<file path="src/rtl/ddr_burst_arbiter.sv">
// Burst scheduler between the SD-side write FIFO and the VGA-side read FIFO.
// Issues one fixed-length DDR command per grant, steers data strobes and tracks frame addresses.
module ddr_burst_arbiter #(
  parameter int ADDR_W      = 24,
  parameter int BURST_LEN   = 64,
  parameter int FRAME_WORDS = 393216,
  parameter int FIFO_AW     = 10,
  parameter int RD_LOW      = 256,
  parameter int RD_READY    = 512
) (
  input  logic              clk,
  input  logic              rst,
  input  logic              ddr_init_done,
  input  logic              wr_load,
  input  logic              rd_load,
  input  logic [FIFO_AW:0]  wrfifo_usedw,
  input  logic [FIFO_AW:0]  rdfifo_usedw,
  input  logic              cmd_ready,
  output logic              cmd_valid,
  output logic              cmd_write,
  output logic [ADDR_W-1:0] cmd_addr,
  input  logic              wdata_req,
  output logic              wrfifo_rdreq,
  input  logic              rdata_valid,
  output logic              rdfifo_wrreq,
  output logic              frame_write_done,
  output logic              frame_read_done,
  output logic              data_valid
);

  localparam int UW = FIFO_AW + 1;
  localparam int BW = (BURST_LEN > 1) ? $clog2(BURST_LEN) : 1;

  localparam logic [UW-1:0]     BURST_U    = UW'(BURST_LEN);
  localparam logic [UW-1:0]     RD_SPACE_U = UW'((1 << FIFO_AW) - BURST_LEN);
  localparam logic [UW-1:0]     RD_LOW_U   = UW'(RD_LOW);
  localparam logic [UW-1:0]     RD_READY_U = UW'(RD_READY);
  localparam logic [ADDR_W-1:0] BURST_A    = ADDR_W'(BURST_LEN);
  localparam logic [ADDR_W-1:0] FRAME_A    = ADDR_W'(FRAME_WORDS);
  localparam logic [BW-1:0]     BEAT_LAST  = BW'(BURST_LEN - 1);

  typedef enum logic [2:0] {IDLE, WR_CMD, WR_DATA, RD_CMD, RD_DATA} state_t;

  state_t            state, state_next;
  logic [ADDR_W-1:0] wr_addr, rd_addr;
  logic [ADDR_W-1:0] wr_addr_inc, rd_addr_inc;
  logic [BW-1:0]     beat_cnt;
  logic              last_grant;
  logic              wr_load_pend, rd_load_pend;
  logic              wr_elig, rd_elig, rd_urgent;
  logic              wr_busy, rd_busy, wr_last, rd_last;
  logic              wr_clear, rd_clear;

  assign wr_elig   = ddr_init_done && !frame_write_done && (wrfifo_usedw >= BURST_U);
  // Free space >= BURST_LEN, rewritten as a fill-level bound to avoid underflow
  assign rd_elig   = ddr_init_done && frame_write_done && (rdfifo_usedw <= RD_SPACE_U);
  assign rd_urgent = rd_elig && (rdfifo_usedw < RD_LOW_U);

  assign wrfifo_rdreq = (state == WR_DATA) && wdata_req;
  assign rdfifo_wrreq = (state == RD_DATA) && rdata_valid;

  assign wr_busy = (state == WR_CMD) || (state == WR_DATA);
  assign rd_busy = (state == RD_CMD) || (state == RD_DATA);
  assign wr_last = wrfifo_rdreq && (beat_cnt == BEAT_LAST);
  assign rd_last = rdfifo_wrreq && (beat_cnt == BEAT_LAST);

  // A load seen during a same-direction burst is deferred to its final word
  assign wr_clear = wr_last ? (wr_load_pend || wr_load) : (!wr_busy && wr_load);
  assign rd_clear = rd_last ? (rd_load_pend || rd_load) : (!rd_busy && rd_load);

  assign wr_addr_inc = wr_addr + BURST_A;
  assign rd_addr_inc = rd_addr + BURST_A;

  always_comb begin
    state_next = state;
    case (state)
      IDLE: begin
        if (rd_urgent)              state_next = RD_CMD;
        else if (wr_elig && rd_elig) state_next = last_grant ? RD_CMD : WR_CMD;
        else if (wr_elig)           state_next = WR_CMD;
        else if (rd_elig)           state_next = RD_CMD;
      end
      WR_CMD:  if (cmd_ready) state_next = WR_DATA;
      WR_DATA: if (wr_last)   state_next = IDLE;
      RD_CMD:  if (cmd_ready) state_next = RD_DATA;
      RD_DATA: if (rd_last)   state_next = IDLE;
      default: state_next = IDLE;
    endcase
  end

  always_ff @(posedge clk or posedge rst) begin
    if (rst) state <= IDLE;
    else     state <= state_next;
  end

  always_ff @(posedge clk or posedge rst) begin
    if (rst) begin
      cmd_valid        <= 1'b0;
      cmd_write        <= 1'b0;
      cmd_addr         <= '0;
      last_grant       <= 1'b0;
      beat_cnt         <= '0;
      wr_addr          <= '0;
      rd_addr          <= '0;
      wr_load_pend     <= 1'b0;
      rd_load_pend     <= 1'b0;
      frame_write_done <= 1'b0;
      frame_read_done  <= 1'b0;
      data_valid       <= 1'b0;
    end else begin
      cmd_valid       <= (state_next == WR_CMD) || (state_next == RD_CMD);
      frame_read_done <= 1'b0;

      if (state == IDLE && state_next == WR_CMD) begin
        cmd_write  <= 1'b1;
        cmd_addr   <= wr_clear ? '0 : wr_addr;
        last_grant <= 1'b1;
      end else if (state == IDLE && state_next == RD_CMD) begin
        cmd_write  <= 1'b0;
        cmd_addr   <= rd_clear ? '0 : rd_addr;
        last_grant <= 1'b0;
      end

      if (state == WR_CMD || state == RD_CMD)   beat_cnt <= '0;
      else if (wrfifo_rdreq || rdfifo_wrreq)    beat_cnt <= beat_cnt + BW'(1);

      if (wr_last)                 wr_load_pend <= 1'b0;
      else if (wr_busy && wr_load) wr_load_pend <= 1'b1;
      if (rd_last)                 rd_load_pend <= 1'b0;
      else if (rd_busy && rd_load) rd_load_pend <= 1'b1;

      if (wr_clear) begin
        wr_addr          <= '0;
        frame_write_done <= 1'b0;
      end else if (wr_last) begin
        wr_addr <= wr_addr_inc;
        if (wr_addr_inc == FRAME_A) frame_write_done <= 1'b1;
      end

      if (rd_clear) begin
        rd_addr    <= '0;
        data_valid <= 1'b0;
      end else begin
        if (rd_last) begin
          if (rd_addr_inc == FRAME_A) begin
            rd_addr         <= '0;
            frame_read_done <= 1'b1;
          end else begin
            rd_addr <= rd_addr_inc;
          end
        end
        if (rdfifo_usedw >= RD_READY_U) data_valid <= 1'b1;
      end
    end
  end

endmodule

</file>
<file path="config.mk">
export PLATFORM = sky130hd
export DESIGN_NAME = ddr_burst_arbiter
export DESIGN_NICKNAME = d
export VERILOG_FILES = /design/src/rtl/ddr_burst_arbiter.sv
export SDC_FILE = /design/constraint.sdc
export NUM_CORES = 1
export LEC_CHECK = 0
export ABC_CLOCK_PERIOD_IN_PS = 2100
export BUFFER_PORTS_ARGS = -buffer_cell sky130_fd_sc_hd__buf_2
export CORE_MARGIN = 5
export CORE_UTILIZATION = 40
export CTS_CLUSTER_SIZE = 8
export DETAILED_ROUTE_END_ITERATION = 12
export PLACE_DENSITY = 0.69
export SLEW_MARGIN = 15
export SYNTH_ARGS = -nofsm -noshare
export SYNTH_HDL_FRONTEND = slang
export SYNTH_SLANG_ARGS = --single-unit
</file>
<file path="constraint.sdc">
create_clock -name clk -period 2.1 [get_ports clk]
set_clock_uncertainty 0.15 [all_clocks]
set_input_delay 0.105 -clock clk [delete_from_list [all_inputs] [get_ports clk]]
set_output_delay 0.105 -clock clk [all_outputs]
set_load 0.02 [all_outputs]
</file>
==> results of run 1 <==
[worst max-delay path, stage by stage (launching register included)]
cell      delay, ns
dfrtp_2        0.46
ha_4           0.20
buf_4          0.12
a21oi_1        0.04
nor4_1         0.32
a221oi_2       0.13
a22oi_2        0.26
a31oi_4        0.15
mux2_4         0.31
[placed cells by master (no fill, tap or decap), types with 4 or more instances in the layout]
cell type / netlist / routed
a21oi_1: 11 / 8
a21oi_2: 1 / 4
a22o_1: 4 / 4
a31oi_1: 7 / 5
and2_1: 6 / 4
and3_1: 8 / 5
buf_12: 0 / 5
buf_2: 9 / 54
buf_4: 8 / 78
clkbuf_8: 0 / 10
dfrtp_1: 71 / 68
dlygate4sd3_1: 0 / 6
inv_1: 8 / 7
mux2_4: 0 / 17
mux2i_1: 5 / 4
nand2_1: 98 / 93
nand3_1: 19 / 17
nand4_1: 11 / 11
nor2_1: 46 / 43
nor3_1: 10 / 6
nor3_2: 2 / 5
o21ai_0: 61 / 44
o21ai_1: 11 / 16
o21ai_2: 1 / 12
o31ai_1: 7 / 7
xnor2_1: 5 / 5
xor2_1: 11 / 11
[what timing repair did]
action | 4_1_cts | 5_1_grt
buffers inserted | 8 | 10
resized for setup | 54 | 31
cloned | 3 | 0
endpoints found under the setup margin | 28 | 37
hold buffers | 6 | 0
pin swaps | 22 | 17
hold endpoints to repair | 28 | 0
[area by class of cell]
class | count | share of cell area (%)
timing repair buffer | 148 | 18.4
clock buffer | 12 | 2.39
multi-input combinational | 400 | 45.8
inverter | 8 | 0.556
tap | 140 | 2.88
clock inverter | 4 | 0.741
sequential | 71 | 29.3
[how the worst min path moves through the flow]
| stage | end |
|---|---|
| after floorplan | cmd_valid$_DFF_PP0_ |
| after global placement | cmd_addr[15]$_DFFE_PP0P_ |
| after detailed placement | cmd_addr[13]$_DFFE_PP0P_ |
| after CTS | state[2]$_DFF_PP0_ |
| after global routing | state[2]$_DFF_PP0_ |
| final | state[2]$_DFF_PP0_ |
[state kept, by name, summed over array words and instances, names as in the netlist, 3 cells and up]
name      cells
wr_addr      18
state         3
beat_cnt      6
rd_addr      18
cmd_addr     19
[cells by family after synthesis]
family | Yosys count
adders and majority gates | 5
and+or+nand+nor | 231
xor gates and xnor gates | 16
buffers and inverters | 50
AOI/OAI and AO/OA | 123
DFF | 71
muxes | 25
[metal layers]
layer | vias up | track usage [%] | wire, um
met1 | 2105 | 25.0 | 5580
li1 | 2061 | - | -
met3 | 22 | 3.42 | 641
met4 | 0 | 5.48 | 207
met2 | 132 | 31.1 | 6190
met5 | - | 0 | 0
[power by group through the flow]
stage               sequential [W]  combinational (W)  clock (W)
finish                     0.00152            0.00169    0.00111
global route               0.00153            0.00179    0.00119
CTS                        0.00152            0.00167    0.00114
detailed placement         0.00155            0.00125          0
global placement           0.00154            0.00122          0
floorplan                  0.00155           0.000841          0
[per-stage QoR]
stage               util (%)  total power [W]  setup slack [ns]
finish                  56.1          0.00432            -0.151
global route            56.1          0.00452            -0.201
detailed placement      49.0          0.00280           -0.0826
CTS                     54.5          0.00433           -0.0394
global placement        49.0          0.00277           -0.0378
floorplan                  -          0.00239           -0.0325
==> metrics.cfg, run 1 <==
[setup_path]
cp_max_fo = 5
reg2reg_setup_slack_ns = -0.15
r2r-end = rd_addr[6]$_DFFE_PP0P_
critPathKind = flip-flop to flip-flop
startpoint = rd_addr[7]$_DFFE_PP0P_
worstPathArrival_ns = 2.34
endpoint = rd_addr[6]$_DFFE_PP0P_
crit_required_ns = 2.18
cp-start-kind = flip-flop
r2r_cells = 8
timing.rr.start = rd_addr[7]$_DFFE_PP0P_
cp-end-kind = flip-flop

[routing]
finalWirelength_um = 12600
drt_iter0_drc = 286
avgRoutedWirePerCell_um = 16.1
drc_errors = 0
ant_nets = 0
vias = 4320
first_pass_iters = 5
viasPerCell = 5.52

[synthesis]
synth_xor_area_share_pct = 3.17
yosysSeqAreaShare_pct = 40.2
synth_area_leaders = dfrtp_1, nand2_1, o21ai_0
mappedNetlistArea_um2 = 4420
syn_area_per_cell_um2 = 8.48
synth_compound_area_share_pct = 18.0
synth-seq-cells = 71
ys.warnings.count = 0
syn_inst = 521
synth_top_family_by_area = simple AND/OR/NAND/NOR gates
synth_mux_area_share_pct = 6.23
synth_top_area_share_pct = 40.2
ys.flop_type = dfrtp_1
syn_nets = 556
yosys.area_share.adder_pct = 1.42
synthSimpleGateAreaFrac_pct = 25.5
synthTopCellsByCount = nand2_1, dfrtp_1, o21ai_0
synth_cell_types = 61
synthArstFlopShare_pct = 100
yosys.area.top_type = dfrtp_1
synth_edf_count = 0
yosysMostFrequentCell = nand2_1

[pwr]
leakage_nw = 2.79
clkPwrFrac_pct = 25.7
p_seq_share_pct = 35.3
power_density_nw_per_um2 = 711
switchingPower_w = 0.00151
combPwrFrac_pct = 39.0
power.internal_w = 0.00281
p_sw_share_pct = 35.0
ir_worst_vdd_uv = 519

[clock_network]
clk_pin_slew_worst_paths_ns = 0.08
htree_levels = 3
clock-sinks = 71
tritoncts = yes
clk_latency_ns = 0.36
cts-root-buf = clkbuf_8
cts_buffers = 9
clockBufferDepth = 2

[timing]
fin_ws_ns = -0.151
hold_violations = 0
hold_slack_ns = 0.0179
finalSetupViolCount = 11
worst_slew_pin_slew_ns = 0.609
slew_violations = 0
timing.fmax_ghz = 0.444
maxSlewHeadroom_pct = 59.0
fin_crit_ns = 2.25
fin_tns_setup_ns = -0.463
period_share_pct = 107
grt_setup_unrepaired = true

[layout]
diodes = 0
seqCellArea_um2 = 1780
fin_nets = 673
design_area_um2 = 6080
layout-drive-gt1-share_pct = 38.4
multi_input_area_um2 = 2790
fillers = 948
syn2layout_area_growth_pct = 37.6
final_cells = 783

[floorplanning]
coreArea_um2 = 10800
die_h_um = 115
start_util_pct = 40.8
pin_count = 61
std_cell_rows = 38
die_w_um = 115
dieArea_um2 = 13300

[place]
dp_cells = 740
place_area_um2 = 5310
io_buffers = 54
finalWeightedCongestion = 0.896
dpl.hpwl_um = 8370

[min_path]
hold_class = primary input to flip-flop
hp-start = rdata_valid
hold_depth = 3

[global_route]
grtUsageTotal_pct = 18.7
grt_pass1_wl_um = 20000
overflow = 0
grt_start_max_net_pins = 50
antenna_found_initial = 0
grt_pass1_vias = 4160

[flow_run]
cap_violations = 0

[run_status]
status = complete, but fails checks
violations = negative setup slack

Power figures use the tool's default switching activity.
==> run 2, diff against run 1 <==
--- a/config.mk
+++ b/config.mk
@@ -11,6 +11,7 @@
 export CORE_UTILIZATION = 40
 export CTS_CLUSTER_SIZE = 8
 export DETAILED_ROUTE_END_ITERATION = 12
+export HOLD_SLACK_MARGIN = 0.1
 export PLACE_DENSITY = 0.69
 export SLEW_MARGIN = 15
 export SYNTH_ARGS = -nofsm -noshare
==> run 2 against run 1 <==
Compared with the run above:
- the flow still finishes with violations (negative setup slack)
- register-to-register slack better by 0.05 ns
- maximum frequency up 2.4%
- flip-flop and latch count did not move
- utilization up 1.4 points
- final area grew 2.5%
- hold slack better by 0.17 ns
- setup slack improved by 0.054 ns
- via count is 1.5% higher
- die area unchanged
- sequential share of layout area is 0.71 points lower
- clock power barely moved
- critical path type unchanged
- critical endpoint is now cmd_addr[17]$_DFFE_PP0P_
- largest cell class unchanged
- highest routed layer unchanged
==> metrics.cfg, run 2 (synthesis results as in run 1) <==
[run_status]
status = complete, but fails checks
violations = negative setup slack

[min_path]
hold_class = primary input to flip-flop

[routing]
vias = 4385
viasPerCell = 5.56
dr_wl_met3_um = 842
finalWirelength_um = 12900
drc_errors = 0
wl_met1_um = 5490
top_layer_used = met4
first_pass_iters = 5
wl_met2_um = 6300
avgRoutedWirePerCell_um = 16.4
ant_nets = 0
drt_iter0_drc = 362

[place]
finalWeightedCongestion = 0.896
io_buffers = 54
pre_cts_ws_ns = -0.0826
place_area_um2 = 5310
dpl.hpwl_um = 8370

[clock_network]
clk_latency_ns = 0.35
cts-root-buf = clkbuf_8
tritoncts = yes
htree_levels = 3
clockBufferDepth = 2
cts_buffers = 9
clock-sinks = 71
clk_pin_slew_worst_paths_ns = 0.08

[global_route]
grt_pass1_wl_um = 20000
overflow = 0
grtUsageTotal_pct = 18.7
grt_pass1_vias = 4162
antenna_found_initial = 0
grt_start_max_net_pins = 50

[pwr]
power_density_nw_per_um2 = 726
leakage_nw = 2.88
ir_worst_vdd_uv = 521

[setup_path]
crit_chain = ha_2 > and3_4 > and3_4 > nand2_4 > a2bb2oi_4 > clkbuf_16 > nand2_1 > mux2_4 > o21ai_2
slowest_delay_ns = 0.40
cp_max_fo = 9
cp-start-kind = flip-flop
worstPathArrival_ns = 2.33
cp-end-kind = flip-flop
slowest_stage = dfrtp_1
cp_num_buf_inv = 1
critPathKind = flip-flop to flip-flop
crit_required_ns = 2.23
path_common_cell = and3_4
path_delay_family = simple AND/OR/NAND/NOR gates

[timing]
fin_ws_ns = -0.0975
finalSetupViolCount = 24
period_share_pct = 105
maxSlewHeadroom_pct = 59.8
fin_crit_ns = 2.20
timing.fmax_ghz = 0.455
worst_slew_pin_slew_ns = 0.597
slew_violations = 0
grt_setup_unrepaired = true
fin_tns_setup_ns = -1.15
hold_violations = 0

[layout]
diodes = 0
fin_nets = 678
final_common_cell = nand2_1
layout-drive-gt1-share_pct = 41.0
largestRegisters = cmd_addr x19, rd_addr x18, wr_addr x18
max_flop_register = cmd_addr
design_area_um2 = 6230
final_cell_mix = nand2_1, buf_4, dfrtp_1
largest_register_ffs = 19
syn2layout_area_growth_pct = 41.0

[floorplanning]
pin_count = 61
std_cell_rows = 38
die_w_um = 115
start_util_pct = 40.8
dieArea_um2 = 13300
coreArea_um2 = 10800
die_h_um = 115

[flow_run]
cap_violations = 0

run 2: final timing paths:
| path | from | end | cells after the start | slack, ns |
|---|---|---|---|---|
| max | beat_cnt[1]$_DFFE_PP0P_ | cmd_addr[17]$_DFFE_PP0P_ | 9 | -0.1 |
| min | wdata_req | wr_load_pend$_DFFE_PP0P_ | 5 | 0.18 |
| max reg2reg | beat_cnt[1]$_DFFE_PP0P_ | cmd_addr[17]$_DFFE_PP0P_ | 9 | -0.1 |
| min reg2reg | cmd_addr[11]$_DFFE_PP0P_ | cmd_addr[11]$_DFFE_PP0P_ | 2 | 0.33 |
| max in group asynchronous | rst | state[0]$_DFF_PP0_ | 4 | 0.98 |
| min in group asynchronous | rst | cmd_addr[16]$_DFFE_PP0P_ | 3 | 0.19 |
run 2: metrics by stage:
step                hold WS, ns  std cells  power, W  util (%)
global route              0.198        788   0.00472      57.5
detailed placement       0.0290        740   0.00280      49.0
floorplan                0.0623        521   0.00239         -
finish                    0.185        788   0.00453      57.5
CTS                       0.181        774   0.00433      54.6
global placement         0.0260        740   0.00277      49.0
run 2: report_power, final:
part           internal (W)  switching, W  leakage, nW
Sequential          0.00145     0.0000778        0.968
Combinational      0.000907      0.000983         1.81
Clock              0.000577      0.000537        0.100
run 2: per-layer routing:
| metal | track usage, % | vias to the layer above |
|---|---|---|
| met2 | 31.4 | 157 |
| met4 | 5.48 | 0 |
| li1 | - | 2071 |
| met5 | 0 | - |
| met1 | 24.8 | 2129 |
| met3 | 3.42 | 28 |
run 2: final cells by class:
cell class / count / area [um2]
Timing Repair Buffer: 153 / 1210
Multi-Input combinational cell: 400 / 2840
Fill cell: 926 / 4610
Clock buffer: 12 / 145
Inverter: 8 / 33.8
Tap cell: 140 / 175
Sequential cell: 71 / 1780
Clock inverter: 4 / 45.0
run 2: timing repair:
action / in CTS / in global routing
buffers inserted: 8 / 12
gates resized for setup: 54 / 53
hold endpoints to repair: 79 / 0
pin swaps: 22 / 17
endpoints found under the setup margin: 28 / 37
gates cloned: 3 / 2
hold buffers: 7 / 0
run 2: worst reg2reg max path, delay by kind of cell, from the launching register on:
family | cells | cell delay [ns]
muxes | 1 | 0.27
and+or+nand+nor | 4 | 0.54
DFF | 1 | 0.40
AOI/OAI and AO/OA | 2 | 0.38
buffers and inverters | 1 | 0.21
adders and majority gates | 1 | 0.19
==> run 3, diff against run 2 <==
--- a/config.mk
+++ b/config.mk
@@ -6,13 +6,12 @@
 export NUM_CORES = 1
 export LEC_CHECK = 0
 export ABC_CLOCK_PERIOD_IN_PS = 2100
-export BUFFER_PORTS_ARGS = -buffer_cell sky130_fd_sc_hd__buf_2
-export CORE_MARGIN = 5
 export CORE_UTILIZATION = 40
 export CTS_CLUSTER_SIZE = 8
 export DETAILED_ROUTE_END_ITERATION = 12
+export DONT_BUFFER_PORTS = 1
 export HOLD_SLACK_MARGIN = 0.1
-export PLACE_DENSITY = 0.69
+export PLACE_DENSITY = 0.64
 export SLEW_MARGIN = 15
 export SYNTH_ARGS = -nofsm -noshare
 export SYNTH_HDL_FRONTEND = slang
==> run 3 against run 2 <==
Compared with the run above:
- the flow still finishes with violations (negative setup slack)
- setup slack improved by 0.037 ns
- hold slack lost 0.048 ns
- final area decreased by 3.1%
- sequential power rose by 3%
- sequential share of layout area grew 0.91 points
- clock power up 14%
- clock-buffer cell count fell by 3
- wire length down 2.7%
- first-iteration DRC count fell by 30%
- largest power group unchanged
==> metrics.cfg, run 3 (synthesis results as in run 1) <==
[run_status]
status = complete, but fails checks
violations = negative setup slack

[clock_network]
clock-sinks = 71
tritoncts = yes
clk_latency_ns = 0.36
cts-root-buf = clkbuf_8
clockBufferDepth = 2
htree_levels = 3
cts_buffers = 9
clk_pin_slew_worst_paths_ns = 0.09

[setup_path]
reg2reg_setup_slack_ns = -0.06
cp-end-kind = flip-flop
critPathKind = flip-flop to flip-flop
slowest_stage = dfrtp_1
path_common_cell = o21ai_2
r2r_cells = 10
worstPathArrival_ns = 2.31
cp-start-kind = flip-flop
crit_chain = ha_2 > and3_4 > nand3_2 > o21ai_2 > a21oi_2 > o21ai_4 > buf_6 > clkbuf_16 > mux2_4 > o21ai_2
timing.rr.start = beat_cnt[0]$_DFFE_PP0P_
crit_required_ns = 2.25
cp_num_buf_inv = 2
path_delay_family = compound AO/OA/AOI/OAI gates
r2r-end = cmd_addr[6]$_DFFE_PP0P_
slowest_delay_ns = 0.39
cp_max_fo = 4

[layout]
largest_register_ffs = 19
multi_input_area_um2 = 2810
final_util_pct = 56.0
fillers = 947
max_flop_register = cmd_addr
final_common_cell = nand2_1
design_area_um2 = 6040
fin_nets = 638
final_cell_mix = nand2_1, buf_4, dfrtp_1
seqCellArea_um2 = 1780
layout-drive-gt1-share_pct = 35.9
syn2layout_area_growth_pct = 36.7
diodes = 0
largestRegisters = cmd_addr x19, rd_addr x18, wr_addr x18

[floorplanning]
die_h_um = 107
std_cell_rows = 38
dieArea_um2 = 11500
pin_count = 61
start_util_pct = 40.9
die_w_um = 107
coreArea_um2 = 10800

[routing]
ant_nets = 0
avgRoutedWirePerCell_um = 16.8
viasPerCell = 5.58
drc_errors = 0
finalWirelength_um = 12500
first_pass_iters = 5
vias = 4172
drt_iter0_drc = 254

[timing]
finalSetupViolCount = 20
maxSlewHeadroom_pct = 53.9
slew_violations = 0
fin_crit_ns = 2.16
hold_slack_ns = 0.136
timing.fmax_ghz = 0.463
fin_ws_ns = -0.0604
period_share_pct = 103
worst_slew_pin_slew_ns = 0.689
hold_violations = 0
grt_setup_unrepaired = true

[min_path]
hp-start = rdfifo_usedw[10]
hold_end = cmd_addr[20]$_DFFE_PP0P_
hold_class = primary input to flip-flop
hold_depth = 4

[place]
place_area_um2 = 5150
pre_cts_ws_ns = -0.113
finalWeightedCongestion = 0.897
io_buffers = 0
dpl.hpwl_um = 8420

[pwr]
switchingPower_w = 0.00159
ir_worst_vdd_uv = 944
clkPwrFrac_pct = 27.5
p_seq_share_pct = 33.9
leakage_nw = 2.69
power_density_nw_per_um2 = 760
combPwrFrac_pct = 38.5
power.internal_w = 0.00299
p_sw_share_pct = 34.8

[global_route]
grt_start_max_net_pins = 42
grtUsageTotal_pct = 22.3
grt_pass1_vias = 4079
antenna_found_initial = 0
overflow = 0
grt_pass1_wl_um = 20000

[flow_run]
cap_violations = 0

run 3: cell count changes in the layout (fill, tap and decap cells not counted), sizes merged:
| cell | previous run | this run |
|---|---|---|
| buf | 144 | 102 |
| bufinv | 1 | 2 |
| clkbuf | 14 | 11 |
| clkinv | 3 | 4 |
| dlygate4sd3 | 7 | 9 |
| inv | 7 | 8 |
run 3: final cells by class:
cell class / count / area share (%)
inverter: 8 / 0.559
clock buffer: 9 / 2.05
clock inverter: 7 / 1.60
tap: 140 / 2.90
sequential: 71 / 29.5
multi-input combinational: 400 / 46.5
timing repair buffer: 113 / 16.9
run 3: tightest hold or removal path, delay by kind of cell:
| family | cells | cell delay (ns) |
|---|---|---|
| buffers and inverters | 1 | 0.23 |
| AOI/OAI and AO/OA | 2 | 0.24 |
| and+or+nand+nor | 1 | 0.04 |
run 3: power groups by stage:
stage	sequential, W	combinational [W]	clock (W)
6_report	0.00156	0.00177	0.00126
5_1_grt	0.00156	0.00188	0.00134
4_1_cts	0.00155	0.00160	0.00129
3_5_place_dp	0.00158	0.00127	0
3_3_place_gp	0.00157	0.00124	0
2_1_floorplan	0.00155	0.000841	0
run 3: metrics by stage:
| stage | instances | power [W] | TNS (ns) |
|---|---|---|---|
| floorplan | 521 | 0.00239 | -0.279 |
| global placement | 699 | 0.00281 | -0.485 |
| detailed placement | 699 | 0.00284 | -1.28 |
| CTS | 742 | 0.00444 | -0.286 |
| global route | 748 | 0.00478 | -2.40 |
| finish | 748 | 0.00459 | -0.715 |
run 3: how the worst max path moves through the flow:
stage	startpoint	endpoint	slack (ns)	cells past startpoint
5_1_grt	rd_addr[7]$_DFFE_PP0P_	rd_addr[6]$_DFFE_PP0P_	-0.15	7
3_3_place_gp	rd_addr[10]$_DFFE_PP0P_	rd_addr[6]$_DFFE_PP0P_	-0.08	6
6_report	beat_cnt[0]$_DFFE_PP0P_	cmd_addr[6]$_DFFE_PP0P_	-0.06	10
4_1_cts	rd_addr[6]$_DFFE_PP0P_	rd_addr[6]$_DFFE_PP0P_	-0.05	7
3_5_place_dp	rd_addr[11]$_DFFE_PP0P_	rd_addr[6]$_DFFE_PP0P_	-0.11	6
2_1_floorplan	state[1]$_DFF_PP0_	cmd_addr[12]$_DFFE_PP0P_	-0.03	10
run 3: timing repair:
item / CTS / global route
endpoints found under the setup margin: 35 / 50
resized for setup: 46 / 62
hold endpoints to repair: 132 / 5
gates cloned: 1 / 1
buffers inserted: 18 / 4
pin swaps: 13 / 20
hold buffers: 8 / 1
run 3: per-layer routing:
layer	GRT usage, %	vias up	wire length, um
met4	8.71	0	244
met3	4.44	20	696
li1	-	1993	-
met1	29.8	2024	5700
met2	35.6	135	5900
met5	0	-	0
